$ cat config.mk
export PLATFORM = sky130hd
export DESIGN_NAME = chunk_loader
export DESIGN_NICKNAME = d
export VERILOG_FILES = /design/src/rtl/chunk_loader.sv
export SDC_FILE = /design/constraint.sdc
export NUM_CORES = 1
export LEC_CHECK = 0
export ABC_CLOCK_PERIOD_IN_PS = 2870
export BUFFER_PORTS_ARGS = -buffer_cell sky130_fd_sc_hd__buf_2
export CAP_MARGIN = 20
export CORE_MARGIN = 8
export CORE_UTILIZATION = 50
export CTS_CLUSTER_SIZE = 12
export DETAILED_ROUTE_END_ITERATION = 8
export MAX_ROUTING_LAYER = met4
export PLACE_DENSITY = 0.69
export SYNTH_ARGS = -nofsm -noshare
export SYNTH_HDL_FRONTEND = slang
export SYNTH_SLANG_ARGS = --single-unit
$ cat constraint.sdc
create_clock -name clk -period 2.87 [get_ports clk]
set_input_delay 0.287 -clock clk [delete_from_list [all_inputs] [get_ports clk]]
set_output_delay 0.287 -clock clk [all_outputs]
set_load 0.01 [all_outputs]
$ cat src/rtl/chunk_loader.sv
// chunk_loader: collects a 1..MAXLEN byte message, pads it into a single
// 512-bit MD5 chunk (16 little-endian words), starts the cruncher and holds
// the chunk stable on the gaddr/mdata read port until the cruncher is done.
module chunk_loader #(
    // Longest accepted message; must stay <= 55 so data, 0x80 and length fit.
    parameter int MAXLEN = 55
) (
    input  logic        clk,
    input  logic        reset,
    input  logic        in_valid,
    input  logic [7:0]  in_data,
    input  logic        in_last,
    output logic        in_ready,
    input  logic [3:0]  gaddr,
    output logic [31:0] mdata,
    output logic        crunch_start,
    input  logic        crunch_done,
    output logic        msg_done,
    output logic        len_err,
    output logic        busy
);

    typedef enum logic [2:0] {
        S_LOAD  = 3'd0,
        S_PAD   = 3'd1,
        S_START = 3'd2,
        S_WAIT  = 3'd3,
        S_DRAIN = 3'd4
    } state_t;

    localparam logic [5:0] MAX_CNT = 6'(MAXLEN);

    // Replace one byte lane of a word (lane 0 = bits [7:0], MD5 little-endian).
    function automatic logic [31:0] put_byte(input logic [31:0] word,
                                             input logic [1:0]  lane,
                                             input logic [7:0]  data);
        logic [31:0] res;
        res = word;
        case (lane)
            2'd0:    res[7:0]   = data;
            2'd1:    res[15:8]  = data;
            2'd2:    res[23:16] = data;
            2'd3:    res[31:24] = data;
            default: res        = word;
        endcase
        return res;
    endfunction

    state_t      state_r;
    state_t      state_s;
    logic [31:0] w_r [16];
    logic [5:0]  cnt_r;
    logic        wait_first_r;

    logic        accept_s;
    logic        load_wr_s;
    logic        to_load_s;
    logic        msg_done_s;
    logic        len_err_s;

    logic        in_ready_r;
    logic        busy_r;
    logic        crunch_start_r;
    logic        msg_done_r;
    logic        len_err_r;

    assign in_ready     = in_ready_r;
    assign busy         = busy_r;
    assign crunch_start = crunch_start_r;
    assign msg_done     = msg_done_r;
    assign len_err      = len_err_r;

    // Read port: the cruncher sees the addressed word with no added latency.
    assign mdata = w_r[gaddr];

    // Next-state decode, byte-accept qualification and event pulses.
    always_comb begin
        state_s    = state_r;
        accept_s   = 1'b0;
        load_wr_s  = 1'b0;
        to_load_s  = 1'b0;
        msg_done_s = 1'b0;
        len_err_s  = 1'b0;
        case (state_r)
            S_LOAD: begin
                accept_s = in_valid;
                if (in_valid) begin
                    if (cnt_r == MAX_CNT) begin
                        // No room for another byte: drop the message. If this
                        // byte already ends it there is nothing left to drain.
                        len_err_s = 1'b1;
                        if (in_last) begin
                            state_s   = S_LOAD;
                            to_load_s = 1'b1;
                        end else begin
                            state_s   = S_DRAIN;
                        end
                    end else begin
                        load_wr_s = 1'b1;
                        if (in_last) begin
                            state_s = S_PAD;
                        end else begin
                            state_s = S_LOAD;
                        end
                    end
                end else begin
                    state_s = S_LOAD;
                end
            end
            S_PAD: begin
                state_s = S_START;
            end
            S_START: begin
                state_s = S_WAIT;
            end
            S_WAIT: begin
                // The done level may still be high from the previous chunk
                // on the first WAIT cycle, so it is only trusted afterwards.
                if (!wait_first_r && crunch_done) begin
                    msg_done_s = 1'b1;
                    to_load_s  = 1'b1;
                    state_s    = S_LOAD;
                end else begin
                    state_s    = S_WAIT;
                end
            end
            S_DRAIN: begin
                accept_s = in_valid;
                if (in_valid && in_last) begin
                    to_load_s = 1'b1;
                    state_s   = S_LOAD;
                end else begin
                    state_s   = S_DRAIN;
                end
            end
            default: begin
                to_load_s = 1'b1;
                state_s   = S_LOAD;
            end
        endcase
    end

    // State register, byte counter and registered status outputs.
    always_ff @(posedge clk) begin
        if (reset) begin
            state_r        <= S_LOAD;
            cnt_r          <= 6'd0;
            wait_first_r   <= 1'b0;
            in_ready_r     <= 1'b1;
            busy_r         <= 1'b0;
            crunch_start_r <= 1'b0;
            msg_done_r     <= 1'b0;
            len_err_r      <= 1'b0;
        end else begin
            state_r        <= state_s;
            wait_first_r   <= (state_r == S_START);
            in_ready_r     <= (state_s == S_LOAD) || (state_s == S_DRAIN);
            busy_r         <= (state_s != S_LOAD);
            crunch_start_r <= (state_s == S_START);
            msg_done_r     <= msg_done_s;
            len_err_r      <= len_err_s;
            if (to_load_s) begin
                cnt_r <= 6'd0;
            end else if (load_wr_s && accept_s) begin
                // After the last byte cnt_r holds the message length L.
                cnt_r <= cnt_r + 6'd1;
            end
        end
    end

    // Chunk word storage: cleared on LOAD entry, filled in LOAD, padded in PAD.
    always_ff @(posedge clk) begin
        if (reset || to_load_s) begin
            for (int i = 0; i < 16; i++) begin
                w_r[i] <= 32'd0;
            end
        end else if (load_wr_s) begin
            w_r[cnt_r[5:2]] <= put_byte(w_r[cnt_r[5:2]], cnt_r[1:0], in_data);
        end else if (state_r == S_PAD) begin
            // cnt_r <= 55 here, so the 0x80 marker never lands in word 14.
            w_r[cnt_r[5:2]] <= put_byte(w_r[cnt_r[5:2]], cnt_r[1:0], 8'h80);
            w_r[14]         <= {23'd0, cnt_r, 3'b000};
        end
    end

endmodule

==> impl_results.md, run 1 <==
* Status: finished clean
* Total negative slack at 0 ns
* Gate Count Post-Synth at 1626
* Clock latency on the worst-skew pair at 0.61 ns
* Full die area at 53700 um^2
* Root buf cell: clkbuf_16
* Most common cell in the netlist: edfxtp_1
* Wire per inst at 25.8 um
* Placed instance count at 2269
* Slew HR at 37.3%
* Initial antenna violation count at 1
* Sw Ratio at 22.6%
* Startpoint types: flip-flop
* Seq cells post-synth at 527
* Avg Vias per Cell at 6.12
* Leading post-synthesis cells by cell area: edfxtp_1 (66%), mux4_2 (12%), nor2_1 (7.2%), a22oi_1 (2.1%), clkbuf_1 (1.7%)
* Synthesis-to-finish area growth at 13.1%
* Area of the multi-input gates at 6890 um^2
* TritonCTS clock tree: done
* NetSw at 3.82 mW
* Synth warn at 0
* Clock Tree Buf Depth at 3
* Final min period at 2.67 ns
* Gate power share at 8.5%
* Clock tree sinks at 527
* RSZ-0062 raised after global routing: false
* Crit-path max FO at 15
* Die extent in y at 232 um
* Residual DRC at 0
* Initial core utilization at 50.3%
* Largest net degree at the start of global routing at 62
* Crit Path Class: reg2reg
* Top cell type's share of synthesized area at 66.0%
* Least-Margin Pin Slew at 0.940 ns
* Setup ws final at 0.197 ns
* DR pass1 iterations at 5
* Sequential area share after synthesis at 67.3%
* MaxCap Viol Count at 0
* Peak supply drop at 0.424 mV
* Max Slew Vio Count at 0
* Worst Hold Class: in2reg
* Cell internal pwr at 13.1 mW
* Global-route wire length before repair at 91400 um
* Clock Pin Slew Worst Setup and Hold Paths at 0.06 ns
* Post-DP HPWL at 39700 um
* CP Data Required Time at 3.17 ns
* Die W at 232 um
* Gpl congestion at 0.856
* Area leader, netlist: edfxtp_1
* Hold Violations, Final at 0
* Placed cell areas at 24700 um^2
* I/O pin count at 54
* Primary FF master, synth: edfxtp_1
* # setup viols final at 0
* Number of synthesized flops with an enable pin at 512
* Vias in the first global route at 14400
* Max frequency at 374 MHz
* Top post-synthesis cells by count: edfxtp_1 (512), nor2_1 (445), mux4_2 (128), clkbuf_1 (105), nand2_1 (67)
* Final instance area at 26300 um^2
* Reg power frac at 52.5%
* Clock Skew at 0.0244 ns
* Sequential cell area at 15700 um^2
* Fillers at 3675
* Post-route insts no fill at 2360
* P_leak at 9.06 nW
* Total wire length at 61000 um
* Clock buffer count from CTS at 53
* Power, Total at 16.9 mW
* Nets at 1740
* Clock power frac at 39.0%
* Final Cycle Share at 93.1%
* Core area at 46300 um^2
* Share of cells above drive strength 1 at 23.0%
* Yosys cell types at 52
* GRT Residual Overflow at 0
* Total number of vias at 14400
* Place WS at 0.244 ns
* GRT Overall Usage at 23.5%
* Post-Syn Area at 23300 um^2
* Syn avg cell area at 14.3 um^2
* Crit end category: flip-flop
* P per Cell Area at 641 nW/um^2
* I/O Buffers at 53
* CTS resizes at 0
* Crit path DAT at 2.97 ns
* Initial DRC count at 1861
* Synth async-reset ratio at 0%
* Antenna viol nets, final at 0
* Htree depth at 2
* Cell Rows at 79
-- final timing paths --
| check | startpoint | to | slack (ns) | cells after the start |
|---|---|---|---|---|
| worst max-delay path | cnt_r[3]$_SDFFE_PP0P_ | w_r[5][1]$_SDFFCE_PN0P_ | 0.20 | 6 |
| worst min-delay path | in_last | state_r[2]$_SDFF_PP0_ | 0.13 | 4 |
| worst max register to register | cnt_r[3]$_SDFFE_PP0P_ | w_r[5][1]$_SDFFCE_PN0P_ | 0.20 | 6 |
| worst min register to register | wait_first_r$_SDFF_PP0_ | msg_done$_SDFF_PP0_ | 0.54 | 2 |
-- cells in the final DEF, fill, tap and decap left out, types with 3 or more instances in the layout --
cell       synthesis  final
nand2b_1           5      5
buf_12             0      7
and3_1             4      4
nor2_1           445    444
clkinv_1           0      5
a22oi_1           64     64
edfxtp_1         512    512
clkbuf_8           0      3
a21oi_1            4      3
nor3_1            46     46
buf_2             25     51
mux4_2           128    128
nand3_4            9      9
ha_1               4      4
nand2_1           67     67
and2_1            28     28
o21ai_0           61     61
clkbuf_1         105     17
nand3b_1           3      3
inv_1              4      4
a22o_1             6      6
dfxtp_1           15     15
bufinv_16          0      3
xnor2_1            3      3
nor2b_1            5      3
clkbuf_16          0     55
and4b_1            4      4
buf_4              0    129
or3b_2             4      4
nand3_1           15     15
clkinv_2           0      4
conb_1             1      7
o211ai_1           3      3
-- power by group through the flow --
stage	combinational (mW)	sequential [mW]	clock, mW
after detailed placement	1.44	9.02	0
after floorplan	0.875	8.97	0
final	1.44	8.87	6.58
after global routing	1.53	8.89	6.91
after global placement	1.42	9.01	0
after CTS	1.45	8.86	6.66
-- flip-flops by register name (all words and copies together) (netlist names) --
name / count
busy: 1
cnt_r: 6
crunch_start: 1
in_ready: 1
len_err: 1
msg_done: 1
state_r: 3
w_r: 512
wait_first_r: 1
-- layer usage --
layer	track usage [%]	up-vias	part of all wire, %	routed length, um
met5	-	-	0	0
met4	6.71	0	2.3	1400
met3	3.09	86	8.2	5000
li1	-	6220	-	-
met1	31.3	7423	40	24100
met2	37.8	719	50	30400
-- layout make-up --
cell class                      instances  share of cell area (%)
Sequential cell                       527                    59.5
Multi-Input combinational cell        943                    26.1
Clock buffer                           74                    5.57
Timing Repair Buffer                  190                    5.31
Tap cell                              607                    2.88
Clock inverter                         13                   0.522
Inverter                                4                  0.0570
Antenna cell                            2                  0.0190
-- cells by family (layout without fill, tap and decap cells) --
logic type	Yosys count	in the layout	synth area share, %
muxes	129	129	12.4
other	1	9	0.0161
AOI/OAI and AO/OA	152	152	4.30
and+or+nand+nor	647	647	12.2
buffers and inverters	162	281	3.34
adders and majority gates	4	4	0.215
xor gates and xnor gates	4	4	0.151
DFF	527	527	67.3
-- critical path, cell delays in order, from the launching register on --
cell,delay [ns]
dfxtp_1,0.57
and4b_1,0.45
a21oi_2,0.51
o211ai_1,0.14
buf_4,0.22
o21ai_0,0.25
buf_4,0.23
-- stage by stage --
step / utilization (%) / hold WS [ns]
after detailed placement: 53.4 / 0.532
after CTS: 56.9 / 0.111
final: 56.9 / 0.134
after global routing: 56.9 / 0.171
after floorplan: - / 0.359
after global placement: 53.4 / 0.506
-- what timing repair did --
| action | CTS | global route |
|---|---|---|
| setup buffers | 0 | 0 |
| hold endpoints to repair | 2 | 0 |
| endpoints found under the setup margin | 0 | 0 |
| hold buffers | 2 | 0 |
(Power assumes the default switching activity.)
==> run 2, diff against run 1 <==
--- a/config.mk
+++ b/config.mk
@@ -5,7 +5,7 @@
 export SDC_FILE = /design/constraint.sdc
 export NUM_CORES = 1
 export LEC_CHECK = 0
-export ABC_CLOCK_PERIOD_IN_PS = 2870
+export ABC_CLOCK_PERIOD_IN_PS = 2100
 export BUFFER_PORTS_ARGS = -buffer_cell sky130_fd_sc_hd__buf_2
 export CAP_MARGIN = 20
 export CORE_MARGIN = 8
==> constraint.sdc (replaced) <==
create_clock -name clk -period 2.1 [get_ports clk]
set_input_delay 0.21 -clock clk [delete_from_list [all_inputs] [get_ports clk]]
set_output_delay 0.21 -clock clk [all_outputs]
set_load 0.01 [all_outputs]
==> run 2 against run 1 <==
Net effect:
- the flow now finishes with violations (setup timing)
- combinational power rose by 76%
- sequential cell count did not move
- largest cell class unchanged
- wire length is 5.0% higher
- final cell count rose by 5.0%
- clock skew shrank 0.0072 ns
- critical path depth up 3
- fmax grew 20%
- design area is 10% higher
==> impl_results.md, run 2 (synthesis results as in run 1) <==
* Status: finished, violations left (was finished clean)
* Failing checks: setup timing
* RSZ-0062 raised after global routing: true (was false)
* Final min period at 2.22 ns (was 2.67 ns)
* Post-DP HPWL at 41300 um (was 39700 um)
* Htree depth at 2 (unchanged)
* NetSw at 5.47 mW (was 3.82 mW)
* Hold Violations, Final at 0 (unchanged)
* Reg2reg end: w_r[4][12]$_SDFFCE_PN0P_ (was w_r[5][1]$_SDFFCE_PN0P_)
* Root buf cell: clkbuf_16 (unchanged)
* Initial core utilization at 50.3% (unchanged)
* Clock power frac at 37.2% (was 39.0%)
* CP endpoint: w_r[4][12]$_SDFFCE_PN0P_ (was w_r[5][1]$_SDFFCE_PN0P_)
* Wire per inst at 25.8 um (about the same)
* P_leak at 10.1 nW (was 9.06 nW)
* Worst r2r src: cnt_r[4]$_SDFFE_PP0P_ (was cnt_r[3]$_SDFFE_PP0P_)
* Clock Pin Slew Worst Setup and Hold Paths at 0.06 ns (about the same)
* Crit-path max FO at 6 (was 15)
* Share of cells above drive strength 1 at 34.9% (was 23.0%)
* I/O Buffers at 53 (unchanged)
* Placed cell areas at 26200 um^2 (was 24700 um^2)
* Peak supply drop at 0.733 mV (was 0.424 mV)
* P per Cell Area at 803 nW/um^2 (was 641 nW/um^2)
* Cell internal pwr at 17.9 mW (was 13.1 mW)
* Residual DRC at 0 (unchanged)
* Crit Path Class: reg2reg (unchanged)
* Largest net degree at the start of global routing at 39 (was 62)
* Sw Ratio at 23.5% (was 22.6%)
* Regs by FF count: w_r: 512 flops, cnt_r: 6 flops, state_r: 3 flops (unchanged)
* Max FFs per register at 512 (unchanged)
* Hold Startpoint: in_data[7] (was in_last)
* Final Cycle Share at 106% (was 93.1%)
* Avg Vias per Cell at 6.04 (was 6.12)
* Full die area at 53700 um^2 (unchanged)
* Util after Layout at 62.8% (was 56.9%)
* Least-Margin Pin Slew at 0.697 ns (was 0.940 ns)
* Global-route wire length before repair at 95400 um (was 91400 um)
* Die W at 232 um (unchanged)
* Initial antenna violation count at 1 (unchanged)
* GRT Overall Usage at 24.4% (was 23.5%)
* Crit end category: flip-flop (unchanged)
* Total wire length at 64100 um (was 61000 um)
* Antenna viol nets, final at 0 (unchanged)
* Core area at 46300 um^2 (unchanged)
* Final instance area at 29000 um^2 (was 26300 um^2)
* Max frequency at 450 MHz (was 374 MHz)
* Largest reg by FF count: w_r (unchanged)
* CP Data Required Time at 2.41 ns (was 3.17 ns)
* Initial DRC count at 1631 (was 1861)
* Nets at 1858 (was 1740)
* GRT Residual Overflow at 0 (unchanged)
* Clock latency on the worst-skew pair at 0.60 ns (was 0.61 ns)
* # setup viols final at 643 (was 0)
* Crit path DAT at 2.53 ns (was 2.97 ns)
* Worst R2R Path Depth at 9 (was 6)
* Clock tree sinks at 527 (unchanged)
* Max Slew Vio Count at 0 (unchanged)
* I/O pin count at 54 (unchanged)
* Total number of vias at 15000 (was 14400)
* Worst Hold Class: in2reg (unchanged)
* Gpl congestion at 0.873 (was 0.856)
* Most common cell after layout, fill and taps aside: edfxtp_1 (unchanged)
* CP Launch Point: cnt_r[4]$_SDFFE_PP0P_ (was cnt_r[3]$_SDFFE_PP0P_)
* DR pass1 iterations at 5 (unchanged)
* Clock Tree Buf Depth at 3 (unchanged)
* Clock buffer count from CTS at 54 (was 53)
* Gate power share at 10.9% (was 8.5%)
* Synthesis-to-finish area growth at 24.7% (was 13.1%)
* Fillers at 3235 (was 3675)
* Commonest non-fill, non-tap cells in the layout: edfxtp_1 (512), nor2_1 (416), buf_4 (151), mux4_2 (128), nand2_1 (66) (was edfxtp_1 (512), nor2_1 (444), buf_4 (129), mux4_2 (128), nand2_1 (67))
* TritonCTS clock tree: done (unchanged)
* Clock Skew at 0.0172 ns (was 0.0244 ns)
* Vias in the first global route at 15100 (was 14400)
* Setup ws final at -0.120 ns (was 0.197 ns)
* Startpoint types: flip-flop (unchanged)
* Reg power frac at 51.9% (was 52.5%)
* MaxCap Viol Count at 0 (unchanged)
* Slew HR at 53.5% (was 37.3%)
* Cell Rows at 79 (unchanged)
* Die extent in y at 232 um (unchanged)
* R2R setup slack at -0.12 ns (was 0.20 ns)
-- run 2: cell types whose count changed in the layout (fill, tap and decap cells not counted), sizes merged --
cell and change:
buf +111, bufbuf +1, bufinv -3, clkbuf +5, clkinv +4, clkinvlp +1, diode -1, inv +1
-- run 2: through the flow --
step	hold WS [ns]	worst slack [ns]	setup TNS [ns]	std cells	power, mW
3_5_place_dp	0.508	-0.241	-110.94	2346	14.5
5_1_grt	0.0660	-0.184	-83.94	2478	24.0
3_3_place_gp	0.496	-0.199	-89.41	2346	14.5
4_1_cts	0.0333	-0.132	-25.29	2475	23.3
2_1_floorplan	0.282	-0.291	-137.90	1632	13.5
6_report	0.0800	-0.120	-40.51	2479	23.3
-- run 2: final cells by class --
class	count	area (um^2)	area share, %
Tap cell	607	759	2.62
Timing Repair Buffer	307	3250	11.2
Sequential cell	527	15700	54.0
Multi-Input combinational cell	943	7790	26.8
Clock buffer	74	1460	5.02
Inverter	4	15.0	0.0517
Clock inverter	16	82.6	0.284
Antenna cell	1	2.50	0.00862
-- run 2: worst max-delay path, cell delays in order, from the launching register on --
cell	delay [ns]
dfxtp_1	0.39
and4b_2	0.32
buf_4	0.17
a21oi_1	0.11
o21a_4	0.27
buf_12	0.16
buf_4	0.15
buf_16	0.14
o21ai_4	0.08
buf_12	0.14
-- run 2: repair_timing --
action	4_1_cts	5_1_grt
gates resized for setup	90	78
endpoints found under the setup margin	836	892
hold buffers	2	0
buffers inserted	32	2
pin swaps	75	24
endpoints found under the hold margin	4	0
gates cloned	5	2
-- run 2: layer usage --
metal / GRT usage (%) / wire length [um]
met3: 4.23 / 6190
met5: - / 0
met2: 38.8 / 31500
met1: 32.2 / 24600
met4: 7.38 / 1740
-- run 2: how the worst min path moves through the flow --
| stage | to | slack (ns) | cells past startpoint |
|---|---|---|---|
| 6_report | w_r[14][15]$_SDFFCE_PN0P_ | 0.08 | 2 |
| 5_1_grt | w_r[14][31]$_SDFFCE_PN0P_ | 0.07 | 2 |
| 4_1_cts | state_r[2]$_SDFF_PP0_ | 0.03 | 4 |
| 3_5_place_dp | msg_done$_SDFF_PP0_ | 0.51 | 3 |
| 3_3_place_gp | msg_done$_SDFF_PP0_ | 0.50 | 3 |
| 2_1_floorplan | len_err$_SDFF_PP0_ | 0.28 | 1 |
-- run 2: power groups by stage --
stage | Clock [mW] | Combinational (mW) | Sequential [mW]
after floorplan | 0 | 1.28 | 12.2
after global placement | 0 | 2.19 | 12.3
after detailed placement | 0 | 2.22 | 12.3
after CTS | 8.75 | 2.48 | 12.1
after global routing | 9.18 | 2.67 | 12.1
final | 8.67 | 2.54 | 12.1
